--- config.mk ---
export PLATFORM = sky130hd
export DESIGN_NAME = output_unit_flat
export DESIGN_NICKNAME = d
export VERILOG_FILES = /design/src/rtl/output_unit_if.sv /design/src/rtl/output_unit.sv /design/src/flat_wrapper.sv
export SDC_FILE = /design/constraint.sdc
export NUM_CORES = 1
export LEC_CHECK = 0
export ABC_AREA = 0
export BUFFER_PORTS_ARGS = -buffer_cell sky130_fd_sc_hd__buf_4
export CORE_MARGIN = 2
export CORE_UTILIZATION = 60
export DETAILED_ROUTE_END_ITERATION = 12
export HOLD_SLACK_MARGIN = 0.06
export PLACE_DENSITY = 0.86
export SYNTH_ARGS = -nofsm -noshare
export SYNTH_HDL_FRONTEND = slang
export SYNTH_SLANG_ARGS = --single-unit
--- constraint.sdc ---
create_clock -name clock -period 2.8 [get_ports clock]
set_input_delay 0.14 -clock clock [delete_from_list [all_inputs] [get_ports clock]]
set_output_delay 0.14 -clock clock [all_outputs]
set_load 0.05 [all_outputs]
--- src/rtl/output_unit_if.sv ---
`default_nettype none
// ============================================================================
//  Module      : output_unit_if
//  Description : Result/display bundle between the result source and the
//                output_unit seven-segment driver.
//  Revision    : 1.0 - initial release
// ============================================================================
interface output_unit_if;
  logic        load;       // start request
  logic [7:0]  A;          // two's-complement result
  logic        err;        // result-invalid flag
  logic        busy;       // conversion in progress
  logic        done;       // one-cycle pulse when new results are latched
  logic [11:0] bcd;        // {hundreds, tens, ones}
  logic        neg;        // latched sign
  logic [3:0]  digit_sel;  // one-hot digit enable, bit 0 = ones
  logic [6:0]  seg;        // {g,f,e,d,c,b,a}

  // Result source side
  modport master (
    output load, A, err,
    input  busy, done, bcd, neg, digit_sel, seg
  );

  // Display driver side
  modport slave (
    input  load, A, err,
    output busy, done, bcd, neg, digit_sel, seg
  );
endinterface
`default_nettype wire

--- src/rtl/output_unit.sv ---
`default_nettype none
// ============================================================================
//  Module      : output_unit
//  Description : Signed 8-bit result to BCD (double-dabble) conversion and
//                four-digit multiplexed seven-segment display driver.
//  Revision    : 1.0 - initial release
// ============================================================================
module output_unit #(
  parameter int REFRESH_DIV    = 50000,
  parameter bit SEG_ACTIVE_LOW = 1'b1
) (
  input  logic         clock,
  input  logic         Reset,
  output_unit_if.slave bus
);

  typedef enum logic [1:0] {
    IDLE  = 2'd0,
    ABS   = 2'd1,
    SHIFT = 2'd2,
    DONE  = 2'd3
  } state_t;

  localparam int            CW         = (REFRESH_DIV > 2) ? $clog2(REFRESH_DIV) : 1;
  localparam logic [CW-1:0] SCAN_LAST  = CW'(REFRESH_DIV - 1);
  localparam logic [6:0]    SEG_DASH   = 7'b1000000;
  localparam logic [6:0]    SEG_BLANK  = 7'b0000000;
  localparam logic [6:0]    SEG_ZERO   = 7'b0111111;
  localparam logic [6:0]    SEG_RESET  = SEG_ACTIVE_LOW ? ~SEG_ZERO : SEG_ZERO;

  // Active-high segment pattern for one BCD digit
  function automatic logic [6:0] seg_digit(input logic [3:0] d);
    case (d)
      4'd0:    seg_digit = 7'b0111111;
      4'd1:    seg_digit = 7'b0000110;
      4'd2:    seg_digit = 7'b1011011;
      4'd3:    seg_digit = 7'b1001111;
      4'd4:    seg_digit = 7'b1100110;
      4'd5:    seg_digit = 7'b1101101;
      4'd6:    seg_digit = 7'b1111101;
      4'd7:    seg_digit = 7'b0000111;
      4'd8:    seg_digit = 7'b1111111;
      4'd9:    seg_digit = 7'b1101111;
      default: seg_digit = SEG_BLANK;
    endcase
  endfunction

  state_t        state_q, state_d;
  logic [7:0]    a_q, a_d;
  logic          err_in_q, err_in_d;
  logic [7:0]    mag_q, mag_d;
  logic [11:0]   scratch_q, scratch_d;
  logic [2:0]    iter_q, iter_d;
  logic          busy_q, busy_d;
  logic          done_q, done_d;
  logic [11:0]   bcd_q, bcd_d;
  logic          neg_q, neg_d;
  logic          errf_q, errf_d;
  logic [CW-1:0] scan_q, scan_d;
  logic [1:0]    idx_q, idx_d;
  logic [3:0]    sel_q, sel_d;
  logic [6:0]    seg_q, seg_d;
  logic [11:0]   adj;
  logic [6:0]    raw;

  // Conversion FSM: capture, absolute value, eight shift-add-3 steps, latch
  always_comb begin
    state_d   = state_q;
    a_d       = a_q;
    err_in_d  = err_in_q;
    mag_d     = mag_q;
    scratch_d = scratch_q;
    iter_d    = iter_q;
    done_d    = 1'b0;
    bcd_d     = bcd_q;
    neg_d     = neg_q;
    errf_d    = errf_q;
    adj       = scratch_q;
    case (state_q)
      IDLE: begin
        if (bus.load) begin
          a_d      = bus.A;
          err_in_d = bus.err;
          state_d  = ABS;
        end
      end
      ABS: begin
        // 8'h80 negates to 8'h80, which reads as 128 unsigned
        mag_d     = a_q[7] ? (~a_q + 8'd1) : a_q;
        scratch_d = 12'd0;
        iter_d    = 3'd0;
        state_d   = SHIFT;
      end
      SHIFT: begin
        for (int i = 0; i < 3; i++) begin
          if (scratch_q[4*i +: 4] >= 4'd5) begin
            adj[4*i +: 4] = scratch_q[4*i +: 4] + 4'd3;
          end
        end
        {scratch_d, mag_d} = {adj, mag_q} << 1;
        if (iter_q == 3'd7) begin
          state_d = DONE;
        end else begin
          iter_d = iter_q + 3'd1;
        end
      end
      DONE: begin
        done_d  = 1'b1;
        bcd_d   = scratch_q;
        neg_d   = a_q[7];
        errf_d  = err_in_q;
        state_d = IDLE;
      end
      default: state_d = IDLE;
    endcase
    // busy also covers the cycle in which done is presented
    busy_d = (state_d != IDLE) || (state_q == DONE);
  end

  // Display scan and segment encoding; uses next-cycle values so seg,
  // digit_sel and the latched result always agree
  always_comb begin
    scan_d = (scan_q == SCAN_LAST) ? '0 : scan_q + CW'(1);
    idx_d  = (scan_q == SCAN_LAST) ? idx_q + 2'd1 : idx_q;
    sel_d  = 4'b0001 << idx_d;
    raw    = SEG_BLANK;
    case (idx_d)
      2'd0: raw = seg_digit(bcd_d[3:0]);
      2'd1: raw = (bcd_d[11:8] == 4'd0 && bcd_d[7:4] == 4'd0) ? SEG_BLANK
                                                                : seg_digit(bcd_d[7:4]);
      2'd2: raw = (bcd_d[11:8] == 4'd0) ? SEG_BLANK : seg_digit(bcd_d[11:8]);
      2'd3: raw = neg_d ? SEG_DASH : SEG_BLANK;
      default: raw = SEG_BLANK;
    endcase
    if (errf_d) begin
      raw = SEG_DASH;
    end
    seg_d = SEG_ACTIVE_LOW ? ~raw : raw;
  end

  // State and output registers with synchronous active-low reset
  always_ff @(posedge clock) begin
    if (!Reset) begin
      state_q   <= IDLE;
      a_q       <= 8'd0;
      err_in_q  <= 1'b0;
      mag_q     <= 8'd0;
      scratch_q <= 12'd0;
      iter_q    <= 3'd0;
      busy_q    <= 1'b0;
      done_q    <= 1'b0;
      bcd_q     <= 12'd0;
      neg_q     <= 1'b0;
      errf_q    <= 1'b0;
      scan_q    <= '0;
      idx_q     <= 2'd0;
      sel_q     <= 4'b0001;
      seg_q     <= SEG_RESET;
    end else begin
      state_q   <= state_d;
      a_q       <= a_d;
      err_in_q  <= err_in_d;
      mag_q     <= mag_d;
      scratch_q <= scratch_d;
      iter_q    <= iter_d;
      busy_q    <= busy_d;
      done_q    <= done_d;
      bcd_q     <= bcd_d;
      neg_q     <= neg_d;
      errf_q    <= errf_d;
      scan_q    <= scan_d;
      idx_q     <= idx_d;
      sel_q     <= sel_d;
      seg_q     <= seg_d;
    end
  end

  assign bus.busy      = busy_q;
  assign bus.done      = done_q;
  assign bus.bcd       = bcd_q;
  assign bus.neg       = neg_q;
  assign bus.digit_sel = sel_q;
  assign bus.seg       = seg_q;

endmodule
`default_nettype wire

--- src/flat_wrapper.sv ---
// flat-port wrapper written by rule: the top's interface ports become plain ports
module output_unit_flat 
#(
  parameter int REFRESH_DIV    = 50000,
  parameter bit SEG_ACTIVE_LOW = 1'b1
)
  (clock, Reset, bus_load, bus_A, bus_err, bus_busy, bus_done, bus_bcd, bus_neg, bus_digit_sel, bus_seg);
  output_unit_if bus_i ();
  input  logic clock;
  input  logic Reset;
  input wire logic [$bits(bus_i.load)-1:0] bus_load;
  input wire logic [$bits(bus_i.A)-1:0] bus_A;
  input wire logic [$bits(bus_i.err)-1:0] bus_err;
  output wire logic [$bits(bus_i.busy)-1:0] bus_busy;
  output wire logic [$bits(bus_i.done)-1:0] bus_done;
  output wire logic [$bits(bus_i.bcd)-1:0] bus_bcd;
  output wire logic [$bits(bus_i.neg)-1:0] bus_neg;
  output wire logic [$bits(bus_i.digit_sel)-1:0] bus_digit_sel;
  output wire logic [$bits(bus_i.seg)-1:0] bus_seg;
  assign bus_i.load = bus_load;
  assign bus_i.A = bus_A;
  assign bus_i.err = bus_err;
  assign bus_busy = bus_i.busy;
  assign bus_done = bus_i.done;
  assign bus_bcd = bus_i.bcd;
  assign bus_neg = bus_i.neg;
  assign bus_digit_sel = bus_i.digit_sel;
  assign bus_seg = bus_i.seg;
  output_unit #(.REFRESH_DIV(REFRESH_DIV), .SEG_ACTIVE_LOW(SEG_ACTIVE_LOW)) u_core (.clock(clock), .Reset(Reset), .bus(bus_i));
endmodule
# After elaboration in Yosys (flattened, before gate mapping)
# Memories as Yosys holds them, arrays and structs flattened.
# Index checks and enable logic that the tools add are counted.
[op_classes] n_addsub=7 order_cmp=3 n_eq_ne=9 shifts=1 muxes=21 n_bitwise=3 reduce_logical=11
[ops] operator="7-bit 2-to-1 mux" n=4
[ops] operator="7-bit one-hot mux with 4 select lines" n=1
[ops] operator="12-bit one-hot mux with 2 select lines" n=1
[ops] operator="16-bit by 1-bit adder with 16-bit output, second input constant" n=1
[ops] operator="16-bit == test, second input constant" n=1
[ops] operator="8-bit one-hot mux with 2 select lines" n=1
[ops] operator="4-bit by 3-bit greater-or-equal comparator with 1-bit output, second input constant" n=3
[ops] operator="12-bit 2-to-1 mux" n=1
[ops] operator="4-bit by 2-bit adder with 4-bit output, second input constant" n=2
[ops] operator="8-bit by 1-bit adder with 8-bit output, second input constant" n=1
[ops] operator="2-bit == test, second input constant" n=4
[ops] operator="4-bit zero test" n=2
[ops] operator="4-bit 2-to-1 mux" n=2
[ops] operator="8-bit 2-to-1 mux" n=1
[ops] operator="8-bit NOT" n=1
[ops] operator="2-bit one-hot mux with 4 select lines" n=1
[ops] operator="7-bit NOT" n=1
[ops] operator="2-bit 2-to-1 mux" n=3
[ops] operator="3-bit 2-to-1 mux" n=2
[ops] operator="3-bit one-hot mux with 2 select lines" n=1
[ops] operator="2-bit by 1-bit == test with 1-bit output, second input constant" n=2
[ops] operator="2-bit zero test" n=2
[ops] operator="2-bit AND reduction" n=2
[ops] operator="2-bit nonzero test" n=2
[ops] operator="11 further kinds" n=13
[word_totals] regBits=79 mem_bits_ro=336 in_bits=12 output_inout_bits=26 mem_count=3
[mem_list] name="(no name shown)" words=16 word_bits=7 rd=1 rd_ports_with_merged_regs=0 wr=0 line="output_unit.sv:33" text="case (d)"
[mem_list] name="(no name shown)" words=16 word_bits=7 rd=1 rd_ports_with_merged_regs=0 wr=0 line="output_unit.sv:33"
[mem_list] name="(no name shown)" words=16 word_bits=7 rd=1 rd_ports_with_merged_regs=0 wr=0 line="output_unit.sv:33"

# Depth between registers and ports, before layout
[logic_depth] word_depth=8 mapped_depth=11

# Least setup slack after synthesis
# Ideal clock, no wire load.
[synth_timing] path_type="flip-flop to flip-flop" startpoint="register u_core.state_q[0]" endpoint="register u_core.seg_q[0] (netlist: u_core.bus.seg[0])" arrival_time_ns=2.192 t_required_ns=2.680 setup_slack_ns=0.488 stages_incl_launch_ff=11 synth_period_minus_slack_ns=2.312 cell_sequence="dfxtp_1 -> ha_1 -> buf_2 -> buf_6 -> mux2i_1 -> inv_1 -> ha_1 -> a21boi_0 -> a21boi_0 -> o22ai_1 -> o31a_1"
[synth_via] elab_cells_between_ends=14
[synth_rtl] element="from (decl)" line="output_unit.sv:48" text="state_t state_q, state_d;"
[synth_rtl] element="from (signal assigned)" line="output_unit.sv:160" text="state_q <= state_d;"
[synth_rtl] element="2-bit == test" line="output_unit.sv:79" text="case (state_q)"
[synth_rtl] element="12-bit 2-to-1 mux" line="output_unit.sv:79"
[synth_rtl] element="net u_core.bcd_d[0]" line="output_unit.sv:56" text="logic [11:0] bcd_q, bcd_d;"
[synth_rtl] element="memory read 16 x 7 bit"
[synth_rtl] element="7-bit one-hot mux with 4 select lines" line="output_unit.sv:127" text="case (idx_d)"
[synth_rtl] element="7-bit 2-to-1 mux" line="output_unit.sv:135" text="if (errf_d) begin"
[synth_rtl] element="7-bit NOT" line="output_unit.sv:138" text="seg_d = SEG_ACTIVE_LOW ? ~raw : raw;"
[synth_rtl] element="to (signal assigned)" line="output_unit.sv:174" text="seg_q <= seg_d;"
[synth_rtl] element="to (decl)" line="output_unit.sv:62" text="logic [6:0] seg_q, seg_d;"
# The timed path passes the listed nets, and every way through them passes these cells.
# A chain may end at the register's enable or synchronous reset.

# Worst setup path in the final report
[layout_timing] startpoint="register u_core.state_q[1]" endpoint="register u_core.seg_q[0] (netlist: u_core.bus.seg[0])"
# Same word-level chain as after synthesis.

==> flow_metrics.tcl <==
set metrics [dict create \
    status "completed" \
    grt_max_degree 65 \
    cts_root_buf "clkbuf_8" \
    r2r-end "u_core.bus.seg[0]" \
    hold_path_end "u_core.a_q[6]" \
    antenna_left 0 \
    remaining_drc_errors 0 \
    synthCells 487 \
    clk_path_buf_depth 2 \
    vdd_ir_drop_max_mv 0.383 \
    dieHeight_um 89.1 \
    wl_per_cell_um 14.1 \
    synth_edf_count 0 \
    post-route-period-util 0.863 \
    cp.arrival_ns 2.66 \
    first_pass_iters 5 \
    slew_violations 0 \
    syn_area_mm2 0.00434 \
    syn_nets 527 \
    hold_path.class "input port to flip-flop" \
    core_mm2 0.00714 \
    start_util 0.608 \
    grt_usage 0.239 \
    overflow 0 \
    power_density_mw_per_mm2 564 \
    cap_violations 0 \
    fillCellCount 590 \
    cts_max_level 3 \
    clk_pin_slew_worst_paths_ns 0.08 \
    hpwl_mm 6.41 \
    p_total_uw 2790 \
    synth_top_flop_cell "dfxtp_1" \
    start_kind "flip-flop" \
    final.min_clock_period_ns 2.42 \
    cp_cell_sequence "ha_1, buf_12, mux2i_1, inv_1, ha_1, a21boi_0, a21boi_0, o22ai_1, o31a_1" \
    worst_skew_pair.late_latency_ns 0.35 \
    grt_pass1_vias 3263 \
    fmax_mhz 414 \
    worst_slew_pin_slew_ns 0.600 \
    grt_pass1_wl_mm 14.7 \
    viasPerCell 5.52 \
    yosys_warnings 0 \
    rsz0062_at_grt "false" \
    row_count 31 \
    regArea_mm2 0.00158 \
    rrSetupSlack_ns 0.38 \
    hp-start "bus_load" \
    crit_path_end_kind "flip-flop" \
    finClkSkew_ns 0.0110 \
    async_flop_share 0 \
    syn_to_final_growth_pct 14.0 \
    cts.sinks 79 \
    vias 3486 \
    ios 38 \
    synth-seq-cells 79 \
    hold_viol_final 0 \
    crit_path_top_delay_cell "mux2i_1" \
    die_area_mm2 0.00793 \
    crit_fanout 29 \
    multiInputGateArea_mm2 0.00255 \
    portBuffers 37 \
    die_w_um 89.1 \
    slew_headroom 0.600 \
    worst-setup-path-type "flip-flop to flip-flop" \
    drt-total-wl_mm 8.91 \
    seq_area_frac_synth 0.364 \
    hold_depth 3 \
    cts_tree "done" \
    cts_made_buffers 9 \
    antenna_found_initial 0 \
    r2r_start "u_core.state_q[1]" \
    reg2regPathDepth 9 \
    setup_violations 0 \
    synth.distinct_cells 59 \
    slowest_delay_ns 0.39 \
    drtIter0Drc 181 \
    leakage_uw 0.00201 \
    drive_gt1_frac 0.135 \
    syn_avg_cell_area_um2 8.92 \
    worstPathRequired_ns 3.04 \
    final_nets 568 \
    gp_congestion 0.892 \
    diodes 0 \
    fin_tns_setup_ns 0 \
]
-- final cells by class --
cell class / count / share of cell area
multi-input combinational: 361 / 0.515
sequential: 79 / 0.319
timing repair buffer: 49 / 0.0814
clock buffer: 14 / 0.0349
tap: 99 / 0.0250
inverter: 28 / 0.0212
clock inverter: 2 / 0.00278
-- routing by layer --
metal | vias up | GRT usage | share of wire
li1 | 1777 | - | -
met1 | 1625 | 0.292 | 0.45
met2 | 67 | 0.412 | 0.50
met3 | 17 | 0.0406 | 0.031
met4 | 0 | 0.111 | 0.023
met5 | - | 0 | 0
-- power by group --
part	switching, µW	total (µW)	internal (µW)	leakage (µW)
logic	443	736	293	0.00128
clock network	394	790	396	0.0000967
registers	64.0	1270	1200	0.000639
-- timing repair --
item                      CTS  global route
buffers inserted            0             0
gates resized for setup     0             0
hold buffers                9             0
hold endpoints to repair    9             0
-- flip-flops by register name (all words and copies together), names as in the netlist --
register,flops
u_core.bus.digit_sel,4
u_core.scratch_q,12
u_core.bus.neg,1
u_core.scan_q,16
u_core.bus.done,1
u_core.iter_q,3
u_core.idx_q,2
u_core.mag_q,8
u_core.errf_q,1
u_core.state_q,2
u_core.a_q,8
u_core.bus.seg,7
u_core.bus.busy,1
u_core.err_in_q,1
u_core.bus.bcd,12
-- stage by stage --
stage                     setup WS, ns   util  area (µm²)  hold WS [ns]  std cells
after floorplan                  0.488      -        4340         0.296        487
after global placement           0.518  0.655        4670         0.417        607
after detailed placement         0.398  0.655        4670         0.424        607
after CTS                        0.381  0.694        4950         0.125        632
after global routing             0.183  0.694        4950         0.138        632
final                            0.383  0.694        4950         0.139        632
-- cells in the mapped netlist, drive strengths merged, types with 7 or more instances --
cell,count,share of area
nor3,7,0.0081
xor2,13,0.026
nand3,21,0.024
o22ai,11,0.016
nor2b,20,0.029
a21boi,14,0.024
inv,27,0.023
xnor2,14,0.028
dfxtp,79,0.36
nor2,32,0.028
o31ai,7,0.012
clkbuf,13,0.011
mux2i,27,0.071
ha,28,0.081
a21oi,18,0.022
and2,25,0.036
nand2,41,0.035
o21ai,20,0.023
-- cells in the final DEF (no fill, tap or decap), drive strengths merged, types with 7 or more instances in the layout --
cell type	synthesis	layout
mux2i	27	27
nor3	7	7
nand3	21	21
xor2	13	13
dlygate4sd3	0	9
o22ai	11	11
buf	5	40
nand2	41	41
xnor2	14	14
and2	25	25
dfxtp	79	79
inv	27	27
o31ai	7	7
nor2b	20	20
a21boi	14	14
ha	28	28
o21ai	20	20
a21oi	18	18
nor2	32	32
clkbuf	13	14
-- worst max-delay path, delay by kind of cell (launching register included) --
kind / cells / cell delay (ns)
buffers and inverters: 2 / 0.38
multiplexers: 1 / 0.39
flip-flops: 1 / 0.36
adder cells (fa/ha/maj): 2 / 0.42
AO/OA/AOI/OAI: 4 / 0.76
-- cell families (layout without fill, tap and decap cells) --
| family | Yosys count | after routing | synth area share |
|---|---|---|---|
| and+or+nand+nor | 173 | 173 | 0.213 |
| AOI/OAI and AO/OA | 101 | 101 | 0.156 |
| DFF | 79 | 79 | 0.364 |
| buffers and inverters | 47 | 93 | 0.0481 |
| muxes | 32 | 32 | 0.0836 |
| adders and majority gates | 28 | 28 | 0.0807 |
| xor gates and xnor gates | 27 | 27 | 0.0545 |
-- worst max-delay path by stage --
stage                      start                 to  slack (ns)  cells past startpoint
2_1_floorplan  u_core.state_q[0]  u_core.bus.seg[0]        0.49                     10
3_3_place_gp   u_core.state_q[0]  u_core.bus.seg[0]        0.52                      9
3_5_place_dp   u_core.state_q[1]  u_core.bus.seg[2]        0.40                      8
4_1_cts        u_core.state_q[1]  u_core.bus.seg[2]        0.38                      8
5_1_grt        u_core.state_q[1]  u_core.bus.seg[2]        0.18                      8
6_report       u_core.state_q[1]  u_core.bus.seg[0]        0.38                      9
Note: power is estimated with default switching activity, not from simulation.
